## src/rtl/roc_pkg.sv

```systemverilog
// Shared encodings for the ring-oscillator counter and its control-register decoder.
package roc_pkg;

  typedef enum logic [1:0] {
    ST_IDLE = 2'd0,
    ST_RUN  = 2'd1,
    ST_DONE = 2'd2
  } roc_state_e;

  typedef enum logic [1:0] {
    MODE_STICKY   = 2'd0,
    MODE_ONESHOT  = 2'd1,
    MODE_PERIODIC = 2'd2,
    MODE_RSVD     = 2'd3
  } roc_mode_e;

  // Threshold mask: all ones in the low nbc bits except bits [1:0], i.e. (nbc-3) ones then 100.
  function automatic logic [31:0] roc_mask(input int unsigned nbc);
    return (32'hFFFF_FFFF >> (32 - nbc)) & ~32'h3;
  endfunction

  // The reserved encoding behaves as the legacy sticky mode.
  function automatic roc_mode_e roc_mode_norm(input logic [1:0] m);
    return (m == 2'd3) ? MODE_STICKY : roc_mode_e'(m);
  endfunction

endpackage

```

## src/rtl/roc_sat_cnt.sv

```systemverilog
// Saturating up-counter; clear has priority over increment.
module roc_sat_cnt #(
  parameter int W = 8
) (
  input  logic         clk,
  input  logic         rst,
  input  logic         clr,
  input  logic         inc,
  output logic [W-1:0] cnt
);

  // Count up on inc, stick at all-ones, drop to zero on clr.
  always_ff @(posedge clk or posedge rst) begin
    if (rst)                     cnt <= '0;
    else if (clr)                cnt <= '0;
    else if (inc && (cnt != '1)) cnt <= cnt + W'(1);
  end

endmodule

```

## src/rtl/roc_cnt_prog.sv

```systemverilog
// Programmable-threshold RO counter: sticky / one-shot / periodic threshold modes,
// snapshot on stop, saturating count of threshold matches.
module roc_cnt_prog
  import roc_pkg::*;
#(
  parameter int Nbc = 14,
  parameter int Nwc = 8
) (
  input  logic           clk,
  input  logic           rst,
  input  logic           clear,
  input  logic           start,
  input  logic           stop,
  input  logic [1:0]     mode,
  input  logic [Nbc-1:0] sel_nbc,
  input  logic           count_en,
  output logic           busy,
  output logic           full,
  output logic           tick,
  output logic [Nbc-1:0] counter,
  output logic [Nbc-1:0] snap,
  output logic [Nwc-1:0] wraps
);

  localparam logic [Nbc-1:0] MASK = Nbc'(roc_mask(Nbc));

  roc_state_e     r_state, w_next;
  roc_mode_e      r_mode;
  logic [Nbc-1:0] r_thr;
  logic [Nbc-1:0] r_counter;
  logic [Nbc-1:0] r_snap;
  logic           r_full, r_tick, r_busy;
  logic           w_stop_act, w_cnt_act, w_match;

  // Edge priority: clear > start > stop > count. Stop only acts outside IDLE.
  assign w_stop_act = stop && (r_state != ST_IDLE);
  assign w_cnt_act  = !clear && !start && !w_stop_act && (r_state == ST_RUN) && count_en;
  assign w_match    = w_cnt_act && (r_counter == r_thr);

  // State register.
  always_ff @(posedge clk or posedge rst) begin
    if (rst) r_state <= ST_IDLE;
    else     r_state <= w_next;
  end

  // Next-state decode.
  always_comb begin
    w_next = r_state;
    if (clear)                                 w_next = ST_IDLE;
    else if (start)                            w_next = ST_RUN;
    else if (w_stop_act)                       w_next = ST_IDLE;
    else if (w_match && r_mode == MODE_ONESHOT) w_next = ST_DONE;
  end

  // Threshold/mode are frozen at start so mid-run register writes cannot disturb a measurement.
  always_ff @(posedge clk or posedge rst) begin
    if (rst) begin
      r_thr  <= MASK;
      r_mode <= MODE_STICKY;
    end else if (!clear && start) begin
      r_thr  <= MASK & sel_nbc;
      r_mode <= roc_mode_norm(mode);
    end
  end

  // Counter, snapshot, flags. Match is judged on the pre-increment value.
  always_ff @(posedge clk or posedge rst) begin
    if (rst) begin
      r_counter <= '0;
      r_snap    <= '0;
      r_full    <= 1'b0;
      r_tick    <= 1'b0;
      r_busy    <= 1'b0;
    end else begin
      r_tick <= w_match;
      r_busy <= (w_next == ST_RUN);
      if (clear || start) begin
        r_counter <= '0;
        r_full    <= 1'b0;
      end else if (w_stop_act) begin
        r_snap <= r_counter;
      end else if (w_cnt_act) begin
        if (w_match) r_full <= 1'b1;
        if (w_match && r_mode == MODE_ONESHOT)       r_counter <= r_thr;
        else if (w_match && r_mode == MODE_PERIODIC) r_counter <= '0;
        else                                         r_counter <= r_counter + Nbc'(1);
      end
    end
  end

  roc_sat_cnt #(.W(Nwc)) u_wraps (
    .clk (clk),
    .rst (rst),
    .clr (clear || start),
    .inc (w_match),
    .cnt (wraps)
  );

  assign busy    = r_busy;
  assign full    = r_full;
  assign tick    = r_tick;
  assign counter = r_counter;
  assign snap    = r_snap;

endmodule

```

## config.mk

```make
export PLATFORM = sky130hd
export DESIGN_NAME = roc_cnt_prog
export DESIGN_NICKNAME = d
export VERILOG_FILES = /design/src/rtl/roc_pkg.sv /design/src/rtl/roc_sat_cnt.sv /design/src/rtl/roc_cnt_prog.sv
export SDC_FILE = /design/constraint.sdc
export NUM_CORES = 1
export LEC_CHECK = 0
export ABC_AREA = 1
export BUFFER_PORTS_ARGS = -buffer_cell sky130_fd_sc_hd__buf_2
export CORE_ASPECT_RATIO = 0.9
export CORE_MARGIN = 2
export CORE_UTILIZATION = 25
export CTS_BUF_LIST = sky130_fd_sc_hd__clkbuf_4
export CTS_CLUSTER_DIAMETER = 50
export DETAILED_ROUTE_END_ITERATION = 10
export PLACE_DENSITY_LB_ADDON = 0.12
export SYNTH_ARGS = -nofsm -noshare
export SYNTH_HDL_FRONTEND = slang
export SYNTH_HIERARCHICAL = 1
export SYNTH_SLANG_ARGS = --single-unit
```

## constraint.sdc

```tcl
create_clock -name clk -period 2.7 [get_ports clk]
set_input_delay 0.135 -clock clk [delete_from_list [all_inputs] [get_ports clk]]
set_output_delay 0.135 -clock clk [all_outputs]
set_load 0.05 [all_outputs]
```

Yosys cells after proc, flatten, opt, wreduce, memory -nomap -nowiden
Index checks and enable logic that the tools add are counted.
{"block": "op_classes", "n_addsub": 2, "n_eq_ne": 8, "n_mux": 16, "n_bitwise": 1, "n_reduce_logical": 21}
{"cell": "$mux 14", "n": 5}
{"cell": "$mux 8", "n": 2}
{"cell": "$add 14x1->14 const B", "n": 1}
{"cell": "$eq 14x14->1", "n": 1}
{"cell": "$logic_and 1x1->1", "n": 10}
{"cell": "$mux 2", "n": 5}
{"cell": "$add 8x1->8 const B", "n": 1}
{"cell": "$ne 8x8->1 const B", "n": 1}
{"cell": "$reduce_bool 2->1", "n": 4}
{"cell": "$eq 2x1->1 const B", "n": 3}
{"cell": "$eq 2x2->1 const B", "n": 2}
{"cell": "$mux 1", "n": 4}
{"cell": "$reduce_and 2->1", "n": 2}
{"cell": "$logic_not 1->1", "n": 3}
{"cell": "$reduce_and 3->1", "n": 1}
{"cell": "$ne 2x1->1 const B", "n": 1}
{"cell": "$logic_or 1x1->1", "n": 1}
{"cell": "$not 1->1", "n": 1}
{"block": "totals", "ff_bits": 55, "in_bits": 22, "out_inout_bits": 39, "elab_cells": 57}

Logic depth before layout (Yosys ltp)
{"block": "depth", "ltp_word": 13, "depth_mapped": 13, "ltp_nobuf": 11}

Modules after synthesis
Netlist, hierarchy kept.
{"module": "roc_cnt_prog", "instances": 1, "cells_each": 379, "area_per_inst_um2": 2681.3, "seq_area_each_um2": 1191.1}
{"module": "roc_sat_cnt", "instances": 1, "cells_each": 69, "area_per_inst_um2": 506.7, "seq_area_each_um2": 200.2}

Least setup slack after synthesis
OpenSTA, ideal clock, no wires.
{"block": "synth_timing", "path_kind": "register to register", "start": "register r_counter[8], in the netlist counter[8]", "end": "register u_wraps.cnt[7]", "setup_time_ps": 113, "arrival_time_ps": 2133, "t_required_ps": 2587, "path_slack_ps": 454, "path_stages_with_launch": 11, "n_path_buf": 1, "period_less_slack_ps": 2246, "path_cell_list": "dfrtp_1 buf_2 nand2_1 nand2_1 nand3_1 nor4_1 inv_1 a21oi_1 nand3_1 nand2_1 inv_1"}
{"block": "synth_via", "elab_chain_cells": 4}
{"element": "start, declared", "line": "roc_cnt_prog.sv:30", "rtl": "logic [Nbc-1:0] r_counter;"}
{"element": "start signal, assigned", "line": "roc_cnt_prog.sv:84", "rtl": "if (w_match && r_mode == MODE_ONESHOT) r_counter <= r_thr;"}
{"element": "start signal, assigned", "line": "roc_cnt_prog.sv:86", "rtl": "else r_counter <= r_counter + Nbc'(1);"}
{"element": "$eq 14x14->1", "line": "roc_cnt_prog.sv:38", "rtl": "assign w_match = w_cnt_act && (r_counter == r_thr);"}
{"element": "$logic_and 1x1->1", "line": "roc_cnt_prog.sv:38"}
{"element": "via w_match", "line": "roc_cnt_prog.sv:33", "rtl": "logic w_stop_act, w_cnt_act, w_match;"}
{"element": "$logic_and 1x1->1", "line": "roc_sat_cnt.sv:16", "rtl": "else if (inc && (cnt != '1)) cnt <= cnt + W'(1);"}
{"element": "$reduce_bool 2->1 (no source line)"}
{"element": "end signal, assigned", "line": "roc_sat_cnt.sv:16"}
{"element": "end, declared", "line": "roc_sat_cnt.sv:9", "rtl": "output logic [W-1:0] cnt"}
The timed path passes the listed nets, and every way through them passes these cells.
A chain may end at the register's enable or synchronous reset.

Worst setup path in the final report
{"block": "layout_timing", "start": "register r_counter[0], in the netlist counter[0]", "end": "register u_wraps.cnt[4]"}
The elaborated chain is that of the path after synthesis.

==> results.sh <==
export IMPL_dpl_cell_area_mm2=0.003638
export IMPL_cp_max_fo=5
export IMPL_syn_inst=448
export IMPL_antenna_cells=0
export IMPL_grt_first_pass_wirelength_mm=14.26
export IMPL_final_common_cell="nand2_1"
export IMPL_grt_max_degree=45
export IMPL_synthesis_area_mm2=0.003188
export IMPL_relSlewSlack_pct=25.50
export IMPL_worstSetupPathType="reg -> reg"
export IMPL_layout_common_cells="176 x nand2_1, 58 x buf_2, 47 x inv_1, 47 x nor2_1, 43 x dfrtp_1"
export IMPL_finalWeightedCongestion=0.7929
export IMPL_place_hpwl_mm=6.501
export IMPL_ir_drop_uv=142.0
export IMPL_dieArea_mm2=0.01367
export IMPL_cts_path_max_buffers=2
export IMPL_synth_area_per_cell_um2=7.116
export IMPL_clock_sinks=55
export IMPL_yosys_warnings=6
export IMPL_crit_required_ns=3.07
export IMPL_period_minus_slack_ns=2.282
export IMPL_hp_class="in -> reg"
export IMPL_drcViolationCount=0
export IMPL_fmaxAchievable_mhz=438.1
export IMPL_grt_pass1_vias=2746
export IMPL_setup_violations=0
export IMPL_p_leak_nw=2.109
export IMPL_nets=546
export IMPL_dpl_worst_slack_ns=0.4377
export IMPL_cts_tree="built"
export IMPL_synth_distinct_cells=33
export IMPL_final_setup_worst_slack_ns=0.4176
export IMPL_overflow=0
export IMPL_setup_worst_path_start="counter[0]$_DFFE_PP0P_"
export IMPL_grtUsageTotal_pct=13.57
export IMPL_ys_ff_latch=55
export IMPL_die_h_um=111.1
export IMPL_finalHoldViolCount=0
export IMPL_timing_setup_tns_ns=0
export IMPL_io_pins=61
export IMPL_num_vias=2855
export IMPL_drt_wl_total_mm=8.717
export IMPL_drv_cap=0
export IMPL_crit_path_end_kind="flip-flop"
export IMPL_antenna_found_initial=0
export IMPL_report_final_slew_viol_count=0
export IMPL_startpoint_type="flip-flop"
export IMPL_clk_latency_ns=0.42
export IMPL_ctsHtreeMaxLevel=2
export IMPL_areaGrowthSynthToFinish_pct=21.59
export IMPL_fin_worst_skew_ns=0.01321
export IMPL_postLayoutCellArea_mm2=0.003876
export IMPL_cp_arrival_ns=2.66
export IMPL_clkTransAtPathRegs_ns=0.16
export IMPL_ant_nets=0
export IMPL_run_status="complete, no violations"
export IMPL_min_period_over_period_pct=84.53
export IMPL_rsz0062_at_grt="false"
export IMPL_avgViaCountPerCell=4.162
export IMPL_drtPass1Iterations=4
export IMPL_first_iter_violations=185
export IMPL_floorplan_initialDensity_pct=25.32
export IMPL_worst_slew_pin_slew_ns=1.113
export IMPL_syn_nets=473
export IMPL_hp_start="stop"
export IMPL_numCtsBuffers=5
export IMPL_ctsRootBufferMaster="clkbuf_4"
export IMPL_drive_gt1_share_pct=21.65
export IMPL_wire_per_inst_um=12.71
export IMPL_cts_setup_buffers=0
export IMPL_core_mm2=0.01259
export IMPL_r2r_start="counter[0]$_DFFE_PP0P_"
export IMPL_fp_row_count=39
export IMPL_die_x_um=123.0
export IMPL_port_buffers=58
export IMPL_synth_seq_area_share_pct=43.64
export IMPL_p_per_area_mw_per_mm2=385.1
export IMPL_cts_resized=0
-- cell families (layout without fill, tap and decap cells) --
family                     count (synthesis)  in the layout  synth area share, %
and+or+nand+nor                          269            269                35.83
buffers and inverters                     70            144                9.105
DFF                                       55             55                43.64
AOI/OAI and AO/OA                         35             35                5.769
xor gates and xnor gates                  15             15                4.121
adders and majority gates                  3              3                1.178
muxes                                      1              1               0.3532
-- synth_stat cells --
library cell  number  area share, %
a21oi_1            2           0.31
a22o_1             1           0.27
buf_2              6           0.94
buf_4              2           0.47
buf_6              1           0.35
clkbuf_1           5           0.59
clkinv_4           1           0.27
dfrtp_1           43             34
dfstp_2           12            9.9
ha_1               3            1.2
inv_1             48            5.7
inv_2              7           0.82
mux2_2             1           0.35
nand2_1          176             21
nand2_2            5           0.98
nand2_4            2           0.71
nand3_1           15            2.4
nand3_4            1           0.55
nand3b_1           1           0.24
nand4_1            3           0.59
nor2_1            47            5.5
nor2_2             9            1.8
nor2_4             3            1.1
nor3_1             3           0.47
nor3b_1            2           0.47
nor4_1             1           0.20
o21ai_0           28            4.4
o21ai_1            1           0.16
o22ai_1            2           0.39
o31ai_1            1           0.24
or2_2              1           0.20
xnor2_1            2           0.55
xor2_1            13            3.6
-- flip-flops by register name, indices dropped and copies added (netlist names) --
register     cells
busy             1
tick             1
full             1
r_thr           12
counter         14
u_wraps/cnt      8
r_mode           2
r_state          2
snap            14
-- final timing paths --
path	end	slack (ns)	cells past startpoint
worst max-delay path	u_wraps/cnt[4]$_DFFE_PP0P_	0.42	11
worst min-delay path	r_state[1]$_DFF_PP0_	0.08	4
worst max register to register	u_wraps/cnt[4]$_DFFE_PP0P_	0.42	11
worst min register to register	snap[4]$_DFFE_PP0P_	0.50	2
max in group asynchronous	r_thr[2]$_DFFE_PP1P_	1.53	4
min in group asynchronous	u_wraps/cnt[2]$_DFFE_PP0P_	0.20	3
-- metal layers --
| metal | share of wire [%] | routed length [µm] | vias to the layer above | global-route usage (%) |
|---|---|---|---|---|
| met5 | 0 | 0 | - | 0 |
| met1 | 51 | 4444 | 1294 | 19.01 |
| li1 | - | - | 1504 | - |
| met2 | 43 | 3779 | 51 | 20.52 |
| met3 | 4.5 | 394 | 6 | 3.807 |
| met4 | 1.1 | 98 | 0 | 3.485 |
-- worst max-delay path, stage by stage, from the launching register on --
cell and delay, ns:
dfrtp_1 0.45, inv_1 0.17, ha_1 0.23, nand2_1 0.08, nor2_2 0.11, nand2_2 0.08
nor4_1 0.36, buf_4 0.23, nand2_4 0.06, nor2_1 0.29, nand2_1 0.10, nand2_1 0.07
-- power by group --
part / total, mW / switching [mW] / internal (mW)
clock network: 0.404 / 0.282 / 0.122
registers: 0.895 / 0.0236 / 0.871
logic: 0.194 / 0.122 / 0.0725
total: 1.49 / 0.427 / 1.07
-- timing repair --
item / in CTS / in global routing
hold buffers: 18 / 0
hold endpoints to repair: 58 / 0
setup endpoints to repair: 0 / 0
-- layout make-up --
cell class              count  area (µm²)
clock inverters             1       5.005
repair buffers             80       500.5
multi-input cells         323        1506
fillers                  1406        8713
clock buffers               7       52.55
inverters                  56       215.2
flip-flops and latches     55        1391
well taps                 164       205.2
-- stage by stage --
stage / hold WS (ns) / cells / total power [mW] / utilization (%)
after floorplan: -0.04934 / 448 / 1.029 / -
after global placement: 0.1236 / 660 / 1.088 / 28.90
after detailed placement: 0.1286 / 660 / 1.090 / 28.90
after CTS: 0.04239 / 686 / 1.529 / 30.79
after global routing: 0.09230 / 686 / 1.591 / 30.79
final: 0.07566 / 686 / 1.493 / 30.79
No activity file was read; power rests on OpenSTA's default activity.
